## config.mk

```make
export PLATFORM = sky130hd
export DESIGN_NAME = issue_dispatch
export DESIGN_NICKNAME = d
export VERILOG_FILES = /design/src/rtl/issue_dispatch_pkg.sv /design/src/rtl/issue_dispatch_busy_table.sv /design/src/rtl/issue_dispatch.sv
export SDC_FILE = /design/constraint.sdc
export NUM_CORES = 1
export LEC_CHECK = 0
export CAP_MARGIN = 10
export CORE_MARGIN = 2
export CORE_UTILIZATION = 35
export CTS_CLUSTER_SIZE = 40
export DETAILED_ROUTE_END_ITERATION = 6
export PLACE_DENSITY_LB_ADDON = 0.25
export SLEW_MARGIN = 10
export SYNTH_ARGS = -nofsm -noshare
export SYNTH_HDL_FRONTEND = slang
export SYNTH_SLANG_ARGS = --single-unit
```

## constraint.sdc

```tcl
create_clock -name i_clk -period 8.7 [get_ports i_clk]
set_input_delay 1.305 -clock i_clk [delete_from_list [all_inputs] [get_ports i_clk]]
set_output_delay 1.305 -clock i_clk [all_outputs]
set_load 0.1 [all_outputs]
```

## src/rtl/issue_dispatch_pkg.sv

```systemverilog
// issue_dispatch_pkg: uop field widths and offsets shared by rename, issue_dispatch and issue_slot.
package issue_dispatch_pkg;
    localparam int UOP_OP_W = 7;
    localparam int ISSUE_META_W = 3;
    function automatic int uop_width(input int wr, input int wt, input int wb);
        return UOP_OP_W + wb + wt + 3 * wr;
    endfunction
    function automatic int rs2_lo(input int wr);
        return wr;
    endfunction
    function automatic int rd_lo(input int wr);
        return 2 * wr;
    endfunction
    function automatic int brm_lo(input int wr, input int wt);
        return 3 * wr + wt;
    endfunction
endpackage

```

## src/rtl/issue_dispatch_busy_table.sv

```systemverilog
// busy_table: one busy bit per physical register, read ports see same-cycle writeback clears.
module busy_table
    import issue_dispatch_pkg::*;
#(
    parameter int WIDTH_REG = 5
) (
    input  logic                 i_clk,
    input  logic                 i_rst_n,
    input  logic                 i_set_en,
    input  logic [WIDTH_REG-1:0] i_set_idx,
    input  logic [WIDTH_REG-1:0] i_clr0,
    input  logic [WIDTH_REG-1:0] i_clr1,
    input  logic [WIDTH_REG-1:0] i_clr2,
    input  logic [WIDTH_REG-1:0] i_clr3,
    input  logic [WIDTH_REG-1:0] i_rs0,
    input  logic [WIDTH_REG-1:0] i_rs1,
    output logic                 o_rdy0,
    output logic                 o_rdy1
);
    localparam int N = 1 << WIDTH_REG;
    logic [N-1:0] busy, set_mask, clr_mask;
    always_comb begin
        set_mask = i_set_en ? N'(1) << i_set_idx : '0;
        clr_mask = (N'(1) << i_clr0) | (N'(1) << i_clr1) | (N'(1) << i_clr2) | (N'(1) << i_clr3);
        o_rdy0 = ~busy[i_rs0] | clr_mask[i_rs0];
        o_rdy1 = ~busy[i_rs1] | clr_mask[i_rs1];
    end
    // register 0 is hardwired ready, so its bit is masked off and never stored
    always_ff @(posedge i_clk or negedge i_rst_n) begin
        if (!i_rst_n) busy <= '0;
        else busy <= ((busy & ~clr_mask) | set_mask) & ~N'(1);
    end
endmodule

```

## src/rtl/issue_dispatch.sv

```systemverilog
// issue_dispatch: FIFO between rename and the issue slots; dispatches the head uop
// into the lowest free slot with operand-ready bits, draining branch-killed uops.
module issue_dispatch
    import issue_dispatch_pkg::*;
#(
    parameter int WIDTH_REG = 5,
    parameter int WIDTH_TAG = 5,
    parameter int WIDTH_BRM = 3,
    parameter int SLOTS = 8,
    parameter int DEPTH = 4,
    localparam int WIDTH_U = uop_width(WIDTH_REG, WIDTH_TAG, WIDTH_BRM),
    localparam int WIDTH_I = WIDTH_U + ISSUE_META_W
) (
    input  logic                   i_clk,
    input  logic                   i_rst_n,
    input  logic                   i_valid,
    output logic                   o_ready,
    input  logic [WIDTH_U-1:0]     i_uop,
    input  logic [SLOTS-1:0]       i_slot_free,
    output logic [SLOTS-1:0]       o_en,
    output logic [WIDTH_I-1:0]     o_data,
    input  logic [4*WIDTH_REG-1:0] i_WDest4x,
    input  logic [WIDTH_BRM:0]     i_BrKill
);
    localparam int AW = $clog2(DEPTH);
    localparam int BRM_LO = brm_lo(WIDTH_REG, WIDTH_TAG);
    logic [WIDTH_U-1:0] mem [DEPTH];
    logic [DEPTH-1:0] kill;
    logic [AW:0] head, tail;
    logic [WIDTH_U-1:0] head_uop;
    logic [WIDTH_BRM-1:0] kill_mask;
    logic [SLOTS-1:0] sel;
    logic full, empty, push, pop, dispatch, kill_en, head_dead, in_dead, p1, p2;
    always_comb begin
        kill_en = i_BrKill[WIDTH_BRM];
        kill_mask = i_BrKill[WIDTH_BRM-1:0];
        head_uop = mem[head[AW-1:0]];
        head_dead = kill[head[AW-1:0]] | (kill_en & |(head_uop[BRM_LO +: WIDTH_BRM] & kill_mask));
        in_dead = kill_en & |(i_uop[BRM_LO +: WIDTH_BRM] & kill_mask);
        full = head[AW-1:0] == tail[AW-1:0] && head[AW] != tail[AW];
        empty = head == tail;
        o_ready = ~full;
        push = i_valid & ~full;
        // x & -x isolates the lowest set bit
        sel = i_slot_free & (~i_slot_free + SLOTS'(1));
        dispatch = ~empty & ~head_dead & |i_slot_free;
        pop = ~empty & (head_dead | |i_slot_free);
        o_en = dispatch ? sel : '0;
        o_data = {head_uop, dispatch, p2, p1};
    end
    always_ff @(posedge i_clk or negedge i_rst_n) begin
        if (!i_rst_n) begin
            head <= '0;
            tail <= '0;
            kill <= '0;
        end else begin
            if (push) tail <= tail + (AW+1)'(1);
            if (pop) head <= head + (AW+1)'(1);
            for (int i = 0; i < DEPTH; i++)
                kill[i] <= (push && tail[AW-1:0] == AW'(i)) ? in_dead
                         : kill[i] | (kill_en & |(mem[i][BRM_LO +: WIDTH_BRM] & kill_mask));
        end
    end
    always_ff @(posedge i_clk) begin
        if (push) mem[tail[AW-1:0]] <= i_uop;
    end
    busy_table #(.WIDTH_REG(WIDTH_REG)) u_busy (
        .i_clk    (i_clk),
        .i_rst_n  (i_rst_n),
        .i_set_en (dispatch),
        .i_set_idx(head_uop[rd_lo(WIDTH_REG) +: WIDTH_REG]),
        .i_clr0   (i_WDest4x[0 +: WIDTH_REG]),
        .i_clr1   (i_WDest4x[WIDTH_REG +: WIDTH_REG]),
        .i_clr2   (i_WDest4x[2*WIDTH_REG +: WIDTH_REG]),
        .i_clr3   (i_WDest4x[3*WIDTH_REG +: WIDTH_REG]),
        .i_rs0    (head_uop[0 +: WIDTH_REG]),
        .i_rs1    (head_uop[rs2_lo(WIDTH_REG) +: WIDTH_REG]),
        .o_rdy0   (p1),
        .o_rdy1   (p2)
    );
endmodule

```

After elaboration in Yosys (flattened, before gate mapping)
Memory sizes are Yosys's and may differ from the RTL's.
Index checks and enable logic that the tools add are counted.
{ "classes": {"order_cmp": 3, "bitwise": 37, "reduce_logical": 13, "n_shift": 5, "n_mux": 18, "eq_ne": 6, "addsub": 3} }
{ "op_table": {"columns": ["operator", "n"], "rows": [
  ["$shl A1 B5 Y32 const A", 5],
  ["$or A32 B32 Y32", 4],
  ["$and A32 B32 Y32", 1],
  ["$mux W32", 1],
  ["$not A32 Y32", 1],
  ["$bmux W1 S5", 4],
  ["$and A3 B3 Y3", 6],
  ["$reduce_or A3 Y1", 6],
  ["$lt A5 B6 Y1 const B", 2],
  ["$mux W1", 11],
  ["$and A1 B1 Y1", 10],
  ["$add A8 B1 Y8 const B", 1],
  ["$and A8 B8 Y8", 1],
  ["$mux W8", 1],
  ["$not A8 Y8", 1],
  ["$or A1 B1 Y1", 8],
  ["$reduce_or A8 Y1", 1],
  ["$add A3 B1 Y3 const B", 2],
  ["$logic_and A1 B1 Y1", 5],
  ["$not A1 Y1", 5],
  ["$eq A2 B2 Y1 const B", 2],
  ["$eq A3 B3 Y1", 1],
  ["$lt A2 B3 Y1 const B", 1],
  ["$bmux W1 S2", 1],
  ["other kinds (4)", 4]
]} }
{ "totals": {"regBits": 41, "mem_count": 1, "wordCells": 90, "input_bits": 65, "output_inout_bits": 42, "mem_bits_rw": 120} }
{ "mem_list": {"columns": ["memory", "depth", "width", "rd", "rd_clocked_by_memory_dff", "write_ports", "line_no", "text"], "rows": [
  ["mem", 4, 30, 5, 0, 1, "issue_dispatch.sv:27", "logic [WIDTH_U-1:0] mem [DEPTH];"]
]} }

Longest topological paths before layout
Gate-level depths: netlist of run 1.
An unclocked memory read counts as a cell.
{ "depth": {"word_depth": 10, "depth_mapped": 11, "depth_no_buf": 7} }

Hierarchy
From an unflattened synthesis of run 1, not the netlist that was laid out.
{ "unflattened": {"hier_cells": 613, "hier_area_um2": 8461.9} }
{ "modules_own_cells": {"columns": ["module", "instances", "cells_each", "seq_area_each_um2", "area_per_inst_um2"], "rows": [
  ["issue_dispatch", 1, 240, 3853.7, 5118.7],
  ["busy_table", 1, 373, 775.7, 3343.2]
]} }

Worst setup path before layout of run 1
Ideal clock, no wire load.
{ "synth_path": {"kind": "register to output", "startpoint": "register head[1]", "endpoint": "output o_en[6]", "path_stages_with_launch": 8, "n_path_buf": 2, "required_time_ns": 7.395, "slack_ns": 2.602, "arrival_time_ns": 4.793, "cell_sequence": "dfrtp_1 clkbuf_1 buf_2 mux4_2 a22oi_1 nand2_1 a21o_1 nor4_1"} }
{ "synth_between": {"elab_chain_cells": 9, "word_cells_on_any_way": 13, "cone_classes": "eq/ne: 1; mux: 3; bitwise: 7; reduce/logical: 1; memory: 1"} }
{ "synth_lines": {"columns": ["element", "line_no", "text"], "rows": [
  ["start: declaration", "issue_dispatch.sv:29", "logic [AW:0] head, tail;"],
  ["start signal: assignment", "issue_dispatch.sv:58", "if (pop) head <= head + (AW+1)'(1);"],
  ["$mem_v2 Z4 W30", null, null],
  ["net o_data[25]", "issue_dispatch.sv:21", "output logic [WIDTH_I-1:0] o_data,"],
  ["$and A3 B3 Y3", "issue_dispatch.sv:38", "head_dead = kill[head[AW-1:0]] | (kill_en & |(head_uop[BRM_LO +: WIDTH_BRM] & kill_mask));"],
  ["$reduce_or A3 Y1", "issue_dispatch.sv:38", null],
  ["$and A1 B1 Y1", "issue_dispatch.sv:38", null],
  ["$or A1 B1 Y1", "issue_dispatch.sv:38", null],
  ["$not A1 Y1", "issue_dispatch.sv:46", "dispatch = ~empty & ~head_dead & |i_slot_free;"],
  ["$and A1 B1 Y1 (2 in a row)", "issue_dispatch.sv:46", null],
  ["$mux W8", "issue_dispatch.sv:48", "o_en = dispatch ? sel : '0;"],
  ["end: declaration", "issue_dispatch.sv:20", "output logic [SLOTS-1:0] o_en,"]
]} }
The timed path passes the listed nets, and every way through them passes these cells. The select of a mux whose other input is x is not followed.

Worst setup path in the final report of run 1
{ "layout_path": {"startpoint": "input i_WDest4x[11]", "endpoint": "output o_data[1]"} }
{ "layout_between": {"elab_chain_cells": 6} }
{ "layout_lines": {"columns": ["element", "line_no", "text"], "rows": [
  ["start: declaration", "issue_dispatch.sv:22", "input logic [4*WIDTH_REG-1:0] i_WDest4x,"],
  ["$shl A1 B5 Y32", "issue_dispatch_busy_table.sv:24", "clr_mask = (N'(1) << i_clr0) | (N'(1) << i_clr1) | (N'(1) << i_clr2) | (N'(1) << i_clr3);"],
  ["$or A32 B32 Y32 (2 in a row)", "issue_dispatch_busy_table.sv:24", null],
  ["$bmux W1 S5", "issue_dispatch_busy_table.sv:26", "o_rdy1 = ~busy[i_rs1] | clr_mask[i_rs1];"],
  ["$mux W1 (implied by the code)", "issue_dispatch_busy_table.sv:26", null],
  ["$or A1 B1 Y1", "issue_dispatch_busy_table.sv:26", null],
  ["end: declaration", "issue_dispatch.sv:21", null]
]} }
No other way between the ends. The select of a mux whose other input is x is not followed.

==> results of run 1 <==
## worst max-delay path, stage by stage
cell and delay, ns:
clkdlybuf4s50_1 0.89, or3b_2 0.55, o22ai_1 0.15, nor2_1 0.11, a2111oi_0 0.41, nor4_1 0.10
and3_1 0.20, a211oi_2 0.30, clkdlybuf4s50_1 1.20
## power groups by stage
stage               clock network (uW)  registers [uW]  logic (uW)
finish                             736            1160        2270
global route                       786            1190        2380
CTS                                751            1170        2280
global placement                     0            1170        2270
detailed placement                   0            1180        2270
floorplan                            0            1110        1790
## through the flow
| stage | util | worst slack, ns |
|---|---|---|
| finish | 0.434 | 2.16 |
| global route | 0.434 | 1.84 |
| CTS | 0.434 | 2.17 |
| detailed placement | 0.409 | 2.20 |
| global placement | 0.409 | 2.13 |
| floorplan | - | 2.60 |
## final cells by class
type                    count  area (sq um)  share of cell area
multi-input cells         422          3400               0.335
repair buffers            109          1080               0.106
well taps                 319           399              0.0394
flip-flops and latches    161          4630               0.457
inverters                  11          41.3             0.00407
clock inverters            13           153              0.0151
clock buffers              19           433              0.0427
## worst paths after layout
path,from,endpoint,slack [ns],cells after the start
min in group asynchronous,i_rst_n,u_busy.busy[23]$_DFF_PN0_,1.02,1
worst min-delay path,tail[2]$_DFFE_PN0P_,tail[2]$_DFFE_PN0P_,0.50,1
worst min register to register,tail[2]$_DFFE_PN0P_,tail[2]$_DFFE_PN0P_,0.50,1
worst max-delay path,i_WDest4x[11],o_data[1],2.16,9
max in group asynchronous,i_rst_n,head[1]$_DFFE_PN0P_,7.05,1
worst max register to register,head[0]$_DFFE_PN0P_,u_busy.busy[14]$_DFF_PN0_,4.62,8
## state kept, by name (all words and copies together) (netlist names)
name,count
head,3
kill,4
mem,120
tail,3
u_busy.busy,31
## metal layers
| metal | vias to the layer above | GRT usage | wire (um) | share of wire |
|---|---|---|---|---|
| li1 | 2714 | - | - | - |
| met3 | 55 | 0.0441 | 1650 | 0.070 |
| met5 | - | 0 | 0 | 0 |
| met2 | 282 | 0.314 | 11100 | 0.47 |
| met1 | 3005 | 0.255 | 10000 | 0.43 |
| met4 | 0 | 0.0866 | 705 | 0.030 |
## kinds of logic (layout without fill, tap and decap cells)
kind of cell | count (synthesis) | in the layout
AOI/OAI and AO/OA | 153 | 153
xor gates and xnor gates | 7 | 7
adders and majority gates | 5 | 5
buffers and inverters | 49 | 152
DFF | 161 | 161
muxes | 56 | 56
and+or+nand+nor | 201 | 201
## cell usage after synthesis (9+ instances only)
| cell type | count | share of area |
|---|---|---|
| clkbuf_1 | 19 | 0.0086 |
| a22o_1 | 13 | 0.014 |
| a21oi_1 | 14 | 0.0085 |
| nor2b_1 | 10 | 0.0076 |
| nand3b_1 | 9 | 0.0082 |
| nand2b_1 | 24 | 0.018 |
| nor2_1 | 33 | 0.015 |
| o21ai_0 | 24 | 0.015 |
| mux2i_1 | 16 | 0.019 |
| dfrtp_1 | 41 | 0.12 |
| buf_2 | 10 | 0.0061 |
| edfxtp_1 | 120 | 0.44 |
| nand2_1 | 22 | 0.010 |
| mux4_2 | 37 | 0.10 |
| inv_1 | 10 | 0.0046 |
| nor3_1 | 34 | 0.021 |
| o22ai_1 | 37 | 0.028 |
| or3b_2 | 9 | 0.0096 |
## cell usage in the layout, fill, tap and decap left out, types with 17 or more instances in the layout
cell / n
mux4_2: 37
nand2b_1: 24
clkdlybuf4s50_1: 105
o21ai_0: 24
dfrtp_1: 39
edfxtp_1: 120
nand2_1: 22
nor3_1: 34
nor2_1: 33
clkbuf_16: 17
o22ai_1: 37
==> impl_metrics.env, run 1 <==
export IMPL_status="completed"
export IMPL_syn_nets=702
export IMPL_dr_first_iter_drc_count=527
export IMPL_yosys_area_share_xor_xnor=0.00743
export IMPL_core_area_sq_um=23300
export IMPL_drt_wl_total_um=23500
export IMPL_ys_warn_count=0
export IMPL_die_y_um=158
export IMPL_layout_drive_gt1_share=0.148
export IMPL_tns_ns=0
export IMPL_grt_pass1_vias=6247
export IMPL_synthCells=632
export IMPL_worst_pin_slew_ns=1.06
export IMPL_dp_cells=1022
export IMPL_syn_area_sq_um=8250
export IMPL_p_int_uw=2130
export IMPL_ys_async_sr_fraction=0.255
export IMPL_power_uw=4170
export IMPL_rows=56
export IMPL_worstPathArrival_ns=5.23
export IMPL_place_congestion=0.948
export IMPL_area_growth_pct=22.8
export IMPL_clk_pin_slew_worst_paths_ns=0.06
export IMPL_hold_ws_ns=0.496
export IMPL_synth_mux_area_frac=0.125
export IMPL_port_buffer_count=106
export IMPL_final_hold_viol_count=0
export IMPL_grt_pass1_wl_um=36300
export IMPL_pwr_share_comb=0.545
export IMPL_rsz0062_at_grt="no"
export IMPL_vias=6056
export IMPL_synthFlopType="edfxtp_1"
export IMPL_die_area_sq_um=24800
export IMPL_swShare=0.490
export IMPL_dpl_cell_area_sq_um=9550
export IMPL_dr_pass1_iters=5
export IMPL_ant_nets=0
export IMPL_n_antenna_cell=0
export IMPL_cts_tree="built"
export IMPL_worstPathRequired_ns=7.39
export IMPL_clock_latency_ns=0.43
export IMPL_layoutNonFillerInstCount=1054
export IMPL_synth_cell_types=59
export IMPL_fillers=2122
export IMPL_hpwl_um=16900
export IMPL_start_util=0.354
export IMPL_crit_type="in -> out"
export IMPL_cts_buffers=17
export IMPL_power_density_nw_per_um2=411
export IMPL_cts_sinks=161
export IMPL_grt_max_degree=42
export IMPL_synth_compound_area_frac=0.129
export IMPL_fmax_mhz=153
export IMPL_start_kind="input port"
export IMPL_setup_viol=0
export IMPL_ys_ff_latch=161
export IMPL_finalNetCount=792
export IMPL_worst_path_max_fanout=18
export IMPL_grt_overflow=0
export IMPL_drc_errors=0
export IMPL_switchingPower_uw=2040
export IMPL_relSlewSlack=0.290
export IMPL_cts_path_max_buffers=2
export IMPL_p_seq_frac=0.278
export IMPL_postCtsHoldBufs=0
export IMPL_synthAdderAreaFrac=0.00758
export IMPL_io_pins=107
export IMPL_maxSlewViolCount=0
export IMPL_ctsResizeCount=0
export IMPL_routed_via_density=5.75
export IMPL_grt_antenna_before_repair=0
export IMPL_synth_top_family_by_area="simple AND/OR/NAND/NOR gates"
export IMPL_final_area_sq_um=10100
export IMPL_finClkSkew_ns=0.0128
export IMPL_leakage_uw=0.00343
export IMPL_grtUsageTotal=0.196
export IMPL_hp_class="reg -> reg"
export IMPL_fin_crit_ns=6.54
export IMPL_p_clk_frac=0.177
export IMPL_min_period_over_period=0.751
export IMPL_fp_dieW_um=158
export IMPL_cts_root_buf="clkbuf_16"
export IMPL_cap_violations=0
export IMPL_h_tree_depth=4
export IMPL_cts_post_setup_buffers_inserted=0
export IMPL_ir_drop_mv=0.332
export IMPL_wire_per_inst_um=22.3
export IMPL_end_kind="output port"
export IMPL_synth_edf_count=120
export IMPL_synth_area_per_cell_sq_um=13.1
export IMPL_ys_seq_area_frac=0.561
export IMPL_yosys_area_share_simple=0.143
Note: power is estimated with default switching activity, not from simulation.
==> run 2: changes to the inputs <==
- clock period: 8.7 -> 6.68 ns (I/O delays scaled with it)
==> impl_metrics.env, run 2 (synthesized netlist as in run 1, its figures left out) <==
export IMPL_finalNetCount=792
export IMPL_cts_path_max_buffers=2
export IMPL_layout_drive_gt1_share=0.150
export IMPL_worstPathArrival_ns=4.68
export IMPL_ir_drop_mv=0.360
export IMPL_fp_dieW_um=158
export IMPL_dp_cells=1022
export IMPL_worst_pin_slew_ns=1.01
export IMPL_maxSlewViolCount=0
export IMPL_die_area_sq_um=24800
export IMPL_port_buffer_count=106
export IMPL_cts_root_buf="clkbuf_16"
export IMPL_ant_nets=0
export IMPL_routed_via_density=5.77
export IMPL_min_from="tail[2]$_DFFE_PN0P_"
export IMPL_rr_worst_depth=7
export IMPL_io_pins=107
export IMPL_final_cell_mix="120 x edfxtp_1, 103 x clkdlybuf4s50_1, 39 x dfrtp_1"
export IMPL_cts_tree="built"
export IMPL_grt_overflow=0
export IMPL_core_area_sq_um=23300
export IMPL_min_period_over_period=0.850
export IMPL_mostFrequentLayoutCell="edfxtp_1"
export IMPL_hold_ws_ns=0.489
export IMPL_crit_end="o_en[4]"
export IMPL_finClkSkew_ns=0.00840
export IMPL_cap_violations=0
export IMPL_cp_slowest_cell="clkdlybuf4s50_1"
export IMPL_tns_ns=0
export IMPL_fmax_mhz=176
export IMPL_hpwl_um=17100
export IMPL_leakage_uw=0.00342
export IMPL_grtUsageTotal=0.196
export IMPL_start_kind="flop"
export IMPL_drc_errors=0
export IMPL_ctsResizeCount=0
export IMPL_grt_antenna_before_repair=0
export IMPL_largest_reg_flops=120
export IMPL_worstPathRequired_ns=5.68
export IMPL_grt_pass1_wl_um=36300
export IMPL_rows=56
export IMPL_regToRegSetupSlack_ns=3.06
export IMPL_drt_wl_total_um=23500
export IMPL_crit_path_cell_trace="mux4_2 > a22oi_1 > nand2_1 > a21o_1 > nor3_2 > nand2_4 > nor4b_2 > clkdlybuf4s50_1"
export IMPL_vias=6081
export IMPL_grt_max_degree=42
export IMPL_setup_viol=0
export IMPL_dr_pass1_iters=5
export IMPL_h_tree_depth=4
export IMPL_final_hold_viol_count=0
export IMPL_crit_type="reg -> out"
export IMPL_cts_post_setup_buffers_inserted=0
export IMPL_clock_latency_ns=0.42
export IMPL_cts_sinks=161
export IMPL_fin_crit_ns=5.68
export IMPL_layoutNonFillerInstCount=1054
export IMPL_wire_per_inst_um=22.3
export IMPL_worst_path_max_fanout=20
export IMPL_area_growth_pct=22.5
export IMPL_n_antenna_cell=0
export IMPL_start_util=0.354
export IMPL_place_congestion=0.895
export IMPL_crit_reg2reg_capture="u_busy.busy[13]$_DFF_PN0_"
export IMPL_cpPeakStageDelay_ns=1.18
export IMPL_worstHoldPathCells=1
export IMPL_cts_buffers=17
export IMPL_post_route_util=0.433
export IMPL_relSlewSlack=0.326
export IMPL_status="completed"
export IMPL_hp_class="reg -> reg"
export IMPL_clk_pin_slew_worst_paths_ns=0.06
export IMPL_rsz0062_at_grt="no"
export IMPL_die_y_um=158
export IMPL_power_density_nw_per_um2=531
export IMPL_grt_pass1_vias=6298
export IMPL_end_kind="output port"
export IMPL_r2r_start="head[0]$_DFFE_PN0P_"
export IMPL_postCtsHoldBufs=0
export IMPL_critPathLaunch="head[0]$_DFFE_PN0P_"
export IMPL_dr_first_iter_drc_count=552
==> run 2: through the flow <==
stage | instance area (sq um) | setup slack, ns | power [uW]
finish | 10100 | 0.999 | 5370
global route | 10100 | 0.603 | 5590
CTS | 10100 | 0.914 | 5400
detailed placement | 9540 | 1.30 | 4480
global placement | 9540 | 1.40 | 4470
floorplan | 8250 | 0.885 | 3770
==> run 2: report_power, final <==
| part | internal (uW) | total, uW | switching [uW] |
|---|---|---|---|
| registers | 1360 | 1490 | 126 |
| logic | 845 | 2960 | 2120 |
| clock network | 518 | 912 | 395 |
==> run 2: worst max-delay path, delay by kind of cell, from the launching register on <==
family	cells	cell delay, ns
simple gates	4	1.24
buf+inv	1	1.18
flops	1	0.80
mux	1	0.61
compound gates	2	0.42
==> run 2: how the worst min path moves through the flow <==
stage                                endpoint  slack (ns)
after floorplan           head[2]$_DFFE_PN0P_        0.46
after global placement    tail[2]$_DFFE_PN0P_        0.48
after detailed placement  tail[2]$_DFFE_PN0P_        0.48
after CTS                 tail[2]$_DFFE_PN0P_        0.49
after global routing      tail[2]$_DFFE_PN0P_        0.53
final                     tail[2]$_DFFE_PN0P_        0.49
==> run 2: cell type report <==
cell class / count / area [sq um]
Clock buffer: 18 / 429
Clock inverter: 14 / 131
Fill cell: 2135 / 13200
Inverter: 11 / 41.3
Multi-Input combinational cell: 422 / 3400
Sequential cell: 161 / 4630
Tap cell: 319 / 399
Timing Repair Buffer: 109 / 1070
==> run 2: routing by layer <==
layer | wire [um] | vias to the layer above | global-route usage
li1 | - | 2723 | -
met1 | 9910 | 3027 | 0.250
met2 | 11300 | 287 | 0.321
met3 | 1560 | 44 | 0.0441
met4 | 681 | 0 | 0.0818
met5 | 0 | - | 0
